[src/rtl/inst_pkg.sv]
// Shared encodings for the instruction encoder: op selector, opcode fields,
// fixed constants and the combinational word encoder.
package inst_pkg;

  typedef enum logic [3:0] {
    OP_ADDI = 4'd0,
    OP_ADDS = 4'd1,
    OP_SUBS = 4'd2,
    OP_MUL  = 4'd3,
    OP_LSL  = 4'd4,
    OP_LSR  = 4'd5,
    OP_B    = 4'd6,
    OP_CBZ  = 4'd7,
    OP_BLT  = 4'd8,
    OP_LDUR = 4'd9,
    OP_STUR = 4'd10
  } op_e;

  typedef enum logic [1:0] {
    ST_IDLE = 2'd0,
    ST_RUN  = 2'd1,
    ST_DONE = 2'd2
  } state_e;

  localparam logic [9:0]  OPC_ADDI = 10'b1001000100;
  localparam logic [10:0] OPC_ADDS = 11'b10101011000;
  localparam logic [10:0] OPC_SUBS = 11'b11101011000;
  localparam logic [10:0] OPC_MUL  = 11'b10011011000;
  localparam logic [10:0] OPC_LSL  = 11'b11010011011;
  localparam logic [10:0] OPC_LSR  = 11'b11010011010;
  localparam logic [5:0]  OPC_B    = 6'b000101;
  localparam logic [7:0]  OPC_CBZ  = 8'b10110100;
  localparam logic [7:0]  OPC_BLT  = 8'b01010100;
  localparam logic [10:0] OPC_LDUR = 11'b11111000010;
  localparam logic [10:0] OPC_STUR = 11'b11111000000;
  localparam logic [5:0]  MUL_RA   = 6'b011111;
  localparam logic [4:0]  COND_LT  = 5'b01011;
  localparam logic [31:0] NOP_WORD = 32'hD503201F;

  function automatic logic op_legal(input logic [3:0] op);
    return op <= 4'd10;
  endfunction

  // Immediates are simply truncated to each field's width.
  function automatic logic [31:0] encode(input logic [3:0] op, input logic [4:0] rd,
                                         input logic [4:0] rn, input logic [4:0] rm,
                                         input logic [25:0] imm);
    logic [31:0] w;
    w = NOP_WORD;
    case (op)
      OP_ADDI: w = {OPC_ADDI, imm[11:0], rn, rd};
      OP_ADDS: w = {OPC_ADDS, rm, 6'b000000, rn, rd};
      OP_SUBS: w = {OPC_SUBS, rm, 6'b000000, rn, rd};
      OP_MUL:  w = {OPC_MUL, rm, MUL_RA, rn, rd};
      OP_LSL:  w = {OPC_LSL, 5'b00000, imm[5:0], rn, rd};
      OP_LSR:  w = {OPC_LSR, 5'b00000, imm[5:0], rn, rd};
      OP_B:    w = {OPC_B, imm[25:0]};
      OP_CBZ:  w = {OPC_CBZ, imm[18:0], rd};
      OP_BLT:  w = {OPC_BLT, imm[18:0], COND_LT};
      OP_LDUR: w = {OPC_LDUR, imm[8:0], 2'b00, rn, rd};
      OP_STUR: w = {OPC_STUR, imm[8:0], 2'b00, rn, rd};
      default: w = NOP_WORD;
    endcase
    return w;
  endfunction

endpackage

[src/rtl/inst_encoder_if.sv]
// Instruction-field input handshake and instruction-memory write port.
interface inst_encoder_if #(parameter int AW = 64);
  logic          in_valid;
  logic          in_ready;
  logic [3:0]    in_op;
  logic [4:0]    in_rd;
  logic [4:0]    in_rn;
  logic [4:0]    in_rm;
  logic [25:0]   in_imm;
  logic          in_last;
  logic          imem_we;
  logic          imem_ready;
  logic [AW-1:0] imem_addr;
  logic [31:0]   imem_wdata;

  modport master (
    output in_valid, in_op, in_rd, in_rn, in_rm, in_imm, in_last, imem_ready,
    input  in_ready, imem_we, imem_addr, imem_wdata
  );

  modport slave (
    input  in_valid, in_op, in_rd, in_rn, in_rm, in_imm, in_last, imem_ready,
    output in_ready, imem_we, imem_addr, imem_wdata
  );
endinterface

[src/rtl/inst_encoder_fifo.sv]
// Synchronous FIFO with extra-MSB pointers; flush clears occupancy only.
module sync_fifo #(
  parameter int WIDTH = 33,
  parameter int DEPTH = 4
) (
  input  logic             clk,
  input  logic             flush,
  input  logic             push,
  input  logic [WIDTH-1:0] wdata,
  input  logic             pop,
  output logic [WIDTH-1:0] rdata,
  output logic             full,
  output logic             empty
);
  localparam int PW = $clog2(DEPTH);

  logic [WIDTH-1:0] mem [DEPTH];
  logic [PW:0]      wptr;
  logic [PW:0]      rptr;

  assign empty = (wptr == rptr);
  assign full  = (wptr[PW] != rptr[PW]) && (wptr[PW-1:0] == rptr[PW-1:0]);
  assign rdata = mem[rptr[PW-1:0]];

  always_ff @(posedge clk) begin
    if (flush) begin
      wptr <= '0;
      rptr <= '0;
    end else begin
      if (push && !full) wptr <= wptr + (PW+1)'(1);
      if (pop && !empty) rptr <= rptr + (PW+1)'(1);
    end
  end

  always_ff @(posedge clk) begin
    if (push && !full) mem[wptr[PW-1:0]] <= wdata;
  end
endmodule

[src/rtl/inst_encoder.sv]
// Encodes instruction fields into 32-bit machine words, buffers them and
// writes them to instruction memory at consecutive word addresses.
module inst_encoder
  import inst_pkg::*;
#(
  parameter int DEPTH = 4,
  parameter int AW    = 64
) (
  input  logic          clk,
  input  logic          reset,
  input  logic          start,
  input  logic [AW-1:0] base_addr,
  inst_encoder_if.slave bus,
  output logic          busy,
  output logic          done,
  output logic          err_op,
  output logic [15:0]   word_cnt
);
  state_e        state;
  state_e        state_nxt;
  logic          full;
  logic          empty;
  logic          acc;
  logic          legal;
  logic          push;
  logic          pop;
  logic [31:0]   enc_word;
  logic [31:0]   head_word;
  logic          head_last;
  logic [AW-1:0] addr;

  assign legal         = op_legal(bus.in_op);
  assign enc_word      = legal ? encode(bus.in_op, bus.in_rd, bus.in_rn, bus.in_rm, bus.in_imm)
                               : NOP_WORD;
  assign bus.in_ready  = (state == ST_RUN) && !full;
  assign acc           = bus.in_valid && bus.in_ready;
  // An illegal op is dropped unless it ends the program, where a NOP keeps the end marker.
  assign push          = acc && (legal || bus.in_last);
  assign bus.imem_we   = !empty && !reset;
  assign bus.imem_wdata = bus.imem_we ? head_word : 32'd0;
  assign bus.imem_addr = addr;
  assign pop           = bus.imem_we && bus.imem_ready;
  assign busy          = (state == ST_RUN);
  assign done          = (state == ST_DONE);

  sync_fifo #(.WIDTH(33), .DEPTH(DEPTH)) u_fifo (
    .clk   (clk),
    .flush (reset || start),
    .push  (push),
    .wdata ({enc_word, bus.in_last}),
    .pop   (pop),
    .rdata ({head_word, head_last}),
    .full  (full),
    .empty (empty)
  );

  always_ff @(posedge clk) begin
    if (reset) state <= ST_IDLE;
    else       state <= state_nxt;
  end

  always_comb begin
    state_nxt = state;
    if (start)                                      state_nxt = ST_RUN;
    else if (state == ST_RUN && pop && head_last)   state_nxt = ST_DONE;
  end

  always_ff @(posedge clk) begin
    if (reset) begin
      addr     <= '0;
      word_cnt <= '0;
      err_op   <= 1'b0;
    end else if (start) begin
      addr     <= base_addr;
      word_cnt <= '0;
      err_op   <= 1'b0;
    end else begin
      if (pop) begin
        addr <= addr + AW'(4);
        if (word_cnt != 16'hFFFF) word_cnt <= word_cnt + 16'd1;
      end
      if (acc && !legal) err_op <= 1'b1;
    end
  end
endmodule

[src/flat_wrapper.sv]
// flat-port wrapper written by rule: the top's interface ports become plain ports
module inst_encoder_flat import inst_pkg::*;
#(
  parameter int DEPTH = 4,
  parameter int AW    = 64
)
  (clk, reset, start, base_addr, busy, done, err_op, word_cnt, bus_in_valid, bus_in_op, bus_in_rd, bus_in_rn, bus_in_rm, bus_in_imm, bus_in_last, bus_imem_ready, bus_in_ready, bus_imem_we, bus_imem_addr, bus_imem_wdata);
  inst_encoder_if #(.AW(AW)) bus_i ();
  input  logic clk;
  input  logic reset;
  input  logic start;
  input  logic [AW-1:0] base_addr;
  output logic busy;
  output logic done;
  output logic err_op;
  output logic [15:0] word_cnt;
  input wire logic [$bits(bus_i.in_valid)-1:0] bus_in_valid;
  input wire logic [$bits(bus_i.in_op)-1:0] bus_in_op;
  input wire logic [$bits(bus_i.in_rd)-1:0] bus_in_rd;
  input wire logic [$bits(bus_i.in_rn)-1:0] bus_in_rn;
  input wire logic [$bits(bus_i.in_rm)-1:0] bus_in_rm;
  input wire logic [$bits(bus_i.in_imm)-1:0] bus_in_imm;
  input wire logic [$bits(bus_i.in_last)-1:0] bus_in_last;
  input wire logic [$bits(bus_i.imem_ready)-1:0] bus_imem_ready;
  output wire logic [$bits(bus_i.in_ready)-1:0] bus_in_ready;
  output wire logic [$bits(bus_i.imem_we)-1:0] bus_imem_we;
  output wire logic [$bits(bus_i.imem_addr)-1:0] bus_imem_addr;
  output wire logic [$bits(bus_i.imem_wdata)-1:0] bus_imem_wdata;
  assign bus_i.in_valid = bus_in_valid;
  assign bus_i.in_op = bus_in_op;
  assign bus_i.in_rd = bus_in_rd;
  assign bus_i.in_rn = bus_in_rn;
  assign bus_i.in_rm = bus_in_rm;
  assign bus_i.in_imm = bus_in_imm;
  assign bus_i.in_last = bus_in_last;
  assign bus_i.imem_ready = bus_imem_ready;
  assign bus_in_ready = bus_i.in_ready;
  assign bus_imem_we = bus_i.imem_we;
  assign bus_imem_addr = bus_i.imem_addr;
  assign bus_imem_wdata = bus_i.imem_wdata;
  inst_encoder #(.DEPTH(DEPTH), .AW(AW)) u_core (.clk(clk), .reset(reset), .start(start), .base_addr(base_addr), .bus(bus_i), .busy(busy), .done(done), .err_op(err_op), .word_cnt(word_cnt));
endmodule
[config.mk]
export PLATFORM = sky130hd
export DESIGN_NAME = inst_encoder_flat
export DESIGN_NICKNAME = d
export VERILOG_FILES = /design/src/rtl/inst_pkg.sv /design/src/rtl/inst_encoder_if.sv /design/src/rtl/inst_encoder_fifo.sv /design/src/rtl/inst_encoder.sv /design/src/flat_wrapper.sv
export SDC_FILE = /design/constraint.sdc
export NUM_CORES = 1
export LEC_CHECK = 0
export CAP_MARGIN = 40
export CORE_MARGIN = 1.5
export CORE_UTILIZATION = 47
export CTS_CLUSTER_DIAMETER = 150
export DETAILED_ROUTE_END_ITERATION = 8
export PLACE_DENSITY = 0.8
export SYNTH_ARGS = -nofsm -noshare
export SYNTH_HDL_FRONTEND = slang
export SYNTH_SLANG_ARGS = --single-unit
export TNS_END_PERCENT = 1
[constraint.sdc]
create_clock -name clk -period 2.4 [get_ports clk]
set_input_delay 0.48 -clock clk [delete_from_list [all_inputs] [get_ports clk]]
set_output_delay 0.48 -clock clk [all_outputs]
set_load 0.02 [all_outputs]
* Word-level counts from Yosys, hierarchy flattened *
Memory sizes are Yosys's and may differ from the RTL's. A register that Yosys moved wholly into a read port is not among the register bits.
Cells that the tools add are included.

operators by class
  add/subtract/negate cells = 4
  $mul = 0
  div/mod/pow operators = 0
  magnitude comparators = 1
  eq/ne operators = 16
  shift operators = 0
  multiplexer cells = 11
  bitwise operators = 0
  reduce and logical (&&, ||, !) cells = 22

operators by type and width
  cell                   number
  $pmux 32 s11           1
  $mux 64                2
  $add 64x3->64 const B  1
  $mux 32                2
  $add 16x1->16 const B  1
  $eq 4x3->1 const B     4
  $ne 16x16->1 const B   1
  $eq 4x4->1 const B     3
  $logic_and 1x1->1      11
  $eq 4x2->1 const B     2
  $add 3x1->3 const B    2
  $eq 4x1->1 const B     1
  $le 4x4->1 const B     1
  $logic_not 1->1        4
  $logic_not 4->1        1
  $mux 1                 4
  $mux 2                 2
  $reduce_bool 2->1      2
  $eq 3x3->1             1
  $eq 2x1->1 const B     1
  $eq 2x2->1             1
  $eq 2x2->1 const B     1
  $logic_or 1x1->1       2
  $reduce_and 2->1       1
  2 further kinds        2

word-level totals
  register bits = 89
  bits in latches = 0
  RAM bits = 132
  memory bits (read-only) = 0
  output and inout bits = 117
  word-level logic and storage cells = 62
  memories = 1

memories
  memory             depth  width  rd ports  clocked after Yosys merged registers in  write ports  RTL line                 source
  u_core.u_fifo.mem  4      33     1         1                                        1            inst_encoder_fifo.sv:17  logic [WIDTH-1:0] mem [DEPTH];

* Depth between registers and ports, before layout *
  depth in word-level cells = 9
  gate-level depth with buffers = 7
  gate-level depth less buffers = 6

* By module *
A second synthesis with hierarchy kept.

unflattened totals
  cell total of the unflattened synthesis = 1045
  area total of the unflattened synthesis = 11264.6 sq um

by module, submodules not included
  module        instances  cells an instance  area an instance (sq um)  seq. area each (sq um)
  inst_encoder  1          804                5929.4                    1661.6
  sync_fifo     1          241                5335.1                    4124.0

* Worst setup path after synthesis *
Ideal clock, no wire load.

  path kind = reg-to-reg
  start = register u_core.u_fifo.wptr[1]
  end = memory u_core.u_fifo.mem[3][0], enable pin
  setup time = 394 ps
  data arrival time = 2257 ps
  required time = 2006 ps
  path slack = -250 ps
  cell stages (with the launch flop) = 5
  period minus slack after synthesis = 2650 ps
  cell sequence = dfxtp_1 xor2_1 o31a_1 o211a_1 and2_1

on the way
  cells in the longest elaborated chain, start to end = 9

RTL lines
  element                       RTL line                 source
  start, declared               inst_encoder_fifo.sv:18  logic [PW:0] wptr;
  start signal, assigned        inst_encoder_fifo.sv:30  if (push && !full) wptr <= wptr + (PW+1)'(1);
  $eq 2x2->1                    inst_encoder_fifo.sv:22  assign full = (wptr[PW] != rptr[PW]) && (wptr[PW-1:0] == rptr[PW-1:0]);
  $logic_and 1x1->1             inst_encoder_fifo.sv:22
  $logic_not 1->1               inst_encoder.sv:35       assign bus.in_ready = (state == ST_RUN) && !full;
  $logic_and 1x1->1             inst_encoder.sv:35
  named net bus_in_ready        flat_wrapper.sv:25       output wire logic [$bits(bus_i.in_ready)-1:0] bus_in_ready;
  $logic_and 1x1->1             inst_encoder.sv:36       assign acc = bus.in_valid && bus.in_ready;
  $logic_and 1x1->1             inst_encoder.sv:38       assign push = acc && (legal || bus.in_last);
  $logic_and 1x1->1             inst_encoder_fifo.sv:36  if (push && !full) mem[wptr[PW-1:0]] <= wdata;
  $mux 1                        inst_encoder_fifo.sv:36
  $mux 1 (not written as such)  inst_encoder_fifo.sv:36
  end, declared                 inst_encoder_fifo.sv:17

The timed path passes the listed nets, and every way through them passes these cells.

==> results summary <==
The flow ran to the end, but the final reports show violations. The final reports fail on negative setup slack. At the end of the flow, the number of nets in the layout was 1480.

The worst hold path terminates at u_core.state[0]. The static power due to leakage came out at 5.46 nW. The y dimension of the die came out at 157 um.

Power spread over the standard cell area amounts to 578 mW/mm^2. After clock tree synthesis, the clock-pin slew on the worst setup and hold paths is 0.06 ns. The number of antenna violations at the first check in global routing is 0. After synthesis, flip-flops and latches occupy 51.8% of the total area. The cell at the root of the clock tree is sky130_fd_sc_hd__clkbuf_16.

The count of nets left with antenna violations once routing finished came out at 0. The part of the total power dissipated in sequential elements is 46.9%. In this run the number of H-tree levels came out at 1. The internal power came out at 0.00691 W. The synthesized area per cell came out at 10.8 sq um. After synthesis, the share of flip-flops with an asynchronous set or reset is 0%. The number of port buffers is 231. The total number of placement rows is 56. The number of enable flip-flop cells after synthesis came out at 132. The max capacitance violation total is 0. Summed over all failing endpoints, the final setup total negative slack is -1.63 ns. The maximum number of pins on one net before global-route repair came out at 34. The yosys synthesis warning count came out at 0. The post-route DRC violation count is 0.

At the end of routability-driven placement, the weighted congestion stood at 0.954. The starting density of the core is 47.7%. The synthesized design devotes to its leading area cell type 35.5% of total area.

The placed instances occupy a cell area of 0.0147 sq mm. The final setup violation count came out at 30. The CTS sink count is 223.

The clock network power share is 40.1%. The smallest setup slack after layout came out at -0.0937 ns. Measured in cells, the most critical reg-to-reg path has a length of 7. For this design the total switching power over the nets is 0.00221 W.

Summing every instance area after synthesis gives 0.0112 sq mm. The most common cell in the synthesized netlist is sky130_fd_sc_hd__edfxtp_1. After detailed routing, the total wire length is 34600 um. The post-layout instance area is 0.0158 sq mm.

The detailed router finished its first iteration with 1046 violations. STA classifies the critical path startpoint as a flop. The slew at the pin with the worst max-slew slack is 0.685 ns. Measured against its own limit, the worst slew margin works out to 54.0%. The worst setup slack after placement came out at -0.311 ns. The path class of the tightest hold or removal check is primary input to flop. The final worst-path cycle share came out at 104%. The flip-flop and latch count after synthesis is 223. The final total power is 0.00912 W. The total core area came out at 0.0234 sq mm. Setup repair after global routing could not meet its margin everywhere. The vias per cell came out at 6.03.

The switching fraction of total power came out at 24.2%. The number of distinct library cells after synthesis came out at 67. The overall fraction of global-route tracks in use came out at 27.3%. The via count of the first global-routing pass is 9751.

The fraction of layout cells with a size suffix above 1 came out at 20.1%. The final number of max-transition violations is 0. The I/O pin count is 232. Ranked by instance count, the synthesized netlist is headed by sky130_fd_sc_hd__edfxtp_1, sky130_fd_sc_hd__nor2_1, sky130_fd_sc_hd__dfxtp_1. The CTS buffer count is 24.

The number of nets in the synthesized netlist is 1159. The post-route clock skew came out at 0.0190 ns. The via count came out at 10200. The worst-case register-to-register setup slack is 0.11 ns. The worst-case IR drop observed on VDD is 0.000642 V. Of all nets on the critical path, the largest fanout is 5. The number of cells on the worst hold path came out at 3. The endpoint arrival time on the critical path came out at 2.01 ns.

After technology mapping, the gate count stands at 1037. The maximum clock rate came out at 0.401 GHz. The final-report hold violation count was 0. TritonCTS built the clock tree. Summed over all nets, the half-perimeter wirelength after detailed placement is 24100 um. The clock latency at the later pin of the worst-skew pair came out at 0.53 ns.

STA classifies the critical path endpoint as an output pin. The total die area is 0.0247 sq mm. The required time at the endpoint of the critical path is 1.92 ns. The launch instance of the worst min-delay path is reset.

Yosys attributes the largest share of cell area to sky130_fd_sc_hd__edfxtp_1, sky130_fd_sc_hd__dfxtp_1, sky130_fd_sc_hd__mux4_2. The proportion of power drawn by combinational gates came out at 12.9%. The cell type with the largest total area after synthesis is sky130_fd_sc_hd__edfxtp_1. After global routing the overflow that remains totals 0. The relative area change from synthesis to final layout came out at 41.3%. The worst setup path is of the flop to output pin kind.

In the synthesized netlist the dominant register cell turns out to be sky130_fd_sc_hd__edfxtp_1. The endpoint identified for the worst register-to-register timing path is u_core.bus.imem_addr[42]. The first global-routing pass estimated 52800 um of wire.

The die is 157 um wide. Dividing the detail-routed wire length by the instance count gives 20.4 um. The worst reg2reg path startpoint is u_core.bus.imem_addr[12]. The shortest clock period the worst path allows after layout came out at 2.49 ns. The number of search-and-repair iterations in the first detailed-routing pass is 5. The maximum buffer depth of the clock tree came out at 3.

The final antenna diode count came out at 0.
worst max-delay path: stages (launching register included):
cell and delay, ns:
sky130_fd_sc_hd__dfxtp_4 0.38, sky130_fd_sc_hd__buf_12 0.13, sky130_fd_sc_hd__buf_12 0.13, sky130_fd_sc_hd__mux4_2 0.54
sky130_fd_sc_hd__nor2b_1 0.15, sky130_fd_sc_hd__buf_2 0.16
routing by layer:
metal | routed length (um) | vias to the layer above | track usage, %
met5 | 0 | - | 0
met4 | 1130 | 0 | 9.03
met3 | 3240 | 92 | 4.13
met2 | 16400 | 581 | 45.7
met1 | 13800 | 4875 | 36.5
li1 | - | 4660 | -
state kept, by name, summed over array words and instances, names as in the netlist, named ones only:
signal                count
u_core.u_fifo.wptr        3
u_core.state              2
u_core.bus.imem_addr     64
u_core.u_fifo.rptr        3
u_core.u_fifo.mem       132
u_core.err_op             1
u_core.word_cnt          16
cells in the final DEF, fill, tap and decap left out, types with 33 or more instances in the layout:
cell type and count:
sky130_fd_sc_hd__edfxtp_1 132, sky130_fd_sc_hd__clkdlybuf4s50_1 195, sky130_fd_sc_hd__dfxtp_1 86, sky130_fd_sc_hd__mux4_2 33
sky130_fd_sc_hd__nor2_1 99, sky130_fd_sc_hd__nand3_1 33, sky130_fd_sc_hd__nand2_1 62, sky130_fd_sc_hd__buf_4 122
sky130_fd_sc_hd__a21oi_1 40, sky130_fd_sc_hd__nor2b_1 42
what timing repair did:
action | 4_1_cts | 5_1_grt
gates resized for setup | 173 | 57
hold buffers | 0 | 0
setup endpoints to repair | 34 | 44
pin swaps | 1 | 2
setup buffers | 6 | 2
gates cloned | 4 | 0
worst max path at each step:
stage                                          end  depth (start not counted)  slack, ns                   from
after floorplan            u_core.u_fifo.mem[0][0]                          4      -0.24  u_core.u_fifo.wptr[1]
after global placement    u_core.bus.imem_addr[59]                          7      -0.26         bus_imem_ready
after detailed placement  u_core.bus.imem_addr[50]                          9      -0.31         bus_imem_ready
after CTS                        bus_imem_wdata[2]                          5      -0.13                   flop
after global routing             bus_imem_wdata[2]                          5      -0.14                   flop
final                           bus_imem_wdata[17]                          5      -0.09                   flop
cell type report:
type / instances / area (sq um)
timing repair buffer: 362 / 3520
multi-input combinational: 714 / 5160
sequential: 223 / 5790
fill: 1722 / 7630
tap: 319 / 399
clock buffer: 32 / 661
inverter: 33 / 124
clock inverter: 11 / 115
metrics by stage:
step           hold slack [ns]  instances  utilization [%]
3_5_place_dp             0.498       1640             62.8
2_1_floorplan            0.468       1037                -
5_1_grt                  0.337       1694             67.4
4_1_cts                  0.308       1693             66.6
3_3_place_gp             0.480       1640             62.8
6_report                 0.345       1694             67.4
cell families after synthesis:
kind of cell | share of synthesized area (%)
AO/OA/AOI/OAI | 13.7
XOR/XNOR | 2.75
adder cells (fa/ha/maj) | 0.784
buffers and inverters | 3.36
flip-flops | 51.8
multiplexers | 7.28
AND/OR/NAND/NOR | 20.3
power by group through the flow:
stage | clock network [W] | registers [W] | logic (W)
2_1_floorplan | 0 | 0.00444 | 0.000425
3_3_place_gp | 0 | 0.00435 | 0.00111
3_5_place_dp | 0 | 0.00436 | 0.00114
4_1_cts | 0.00369 | 0.00427 | 0.00115
5_1_grt | 0.00383 | 0.00429 | 0.00125
6_report | 0.00366 | 0.00428 | 0.00118
No activity file was read; power rests on OpenSTA's default activity.
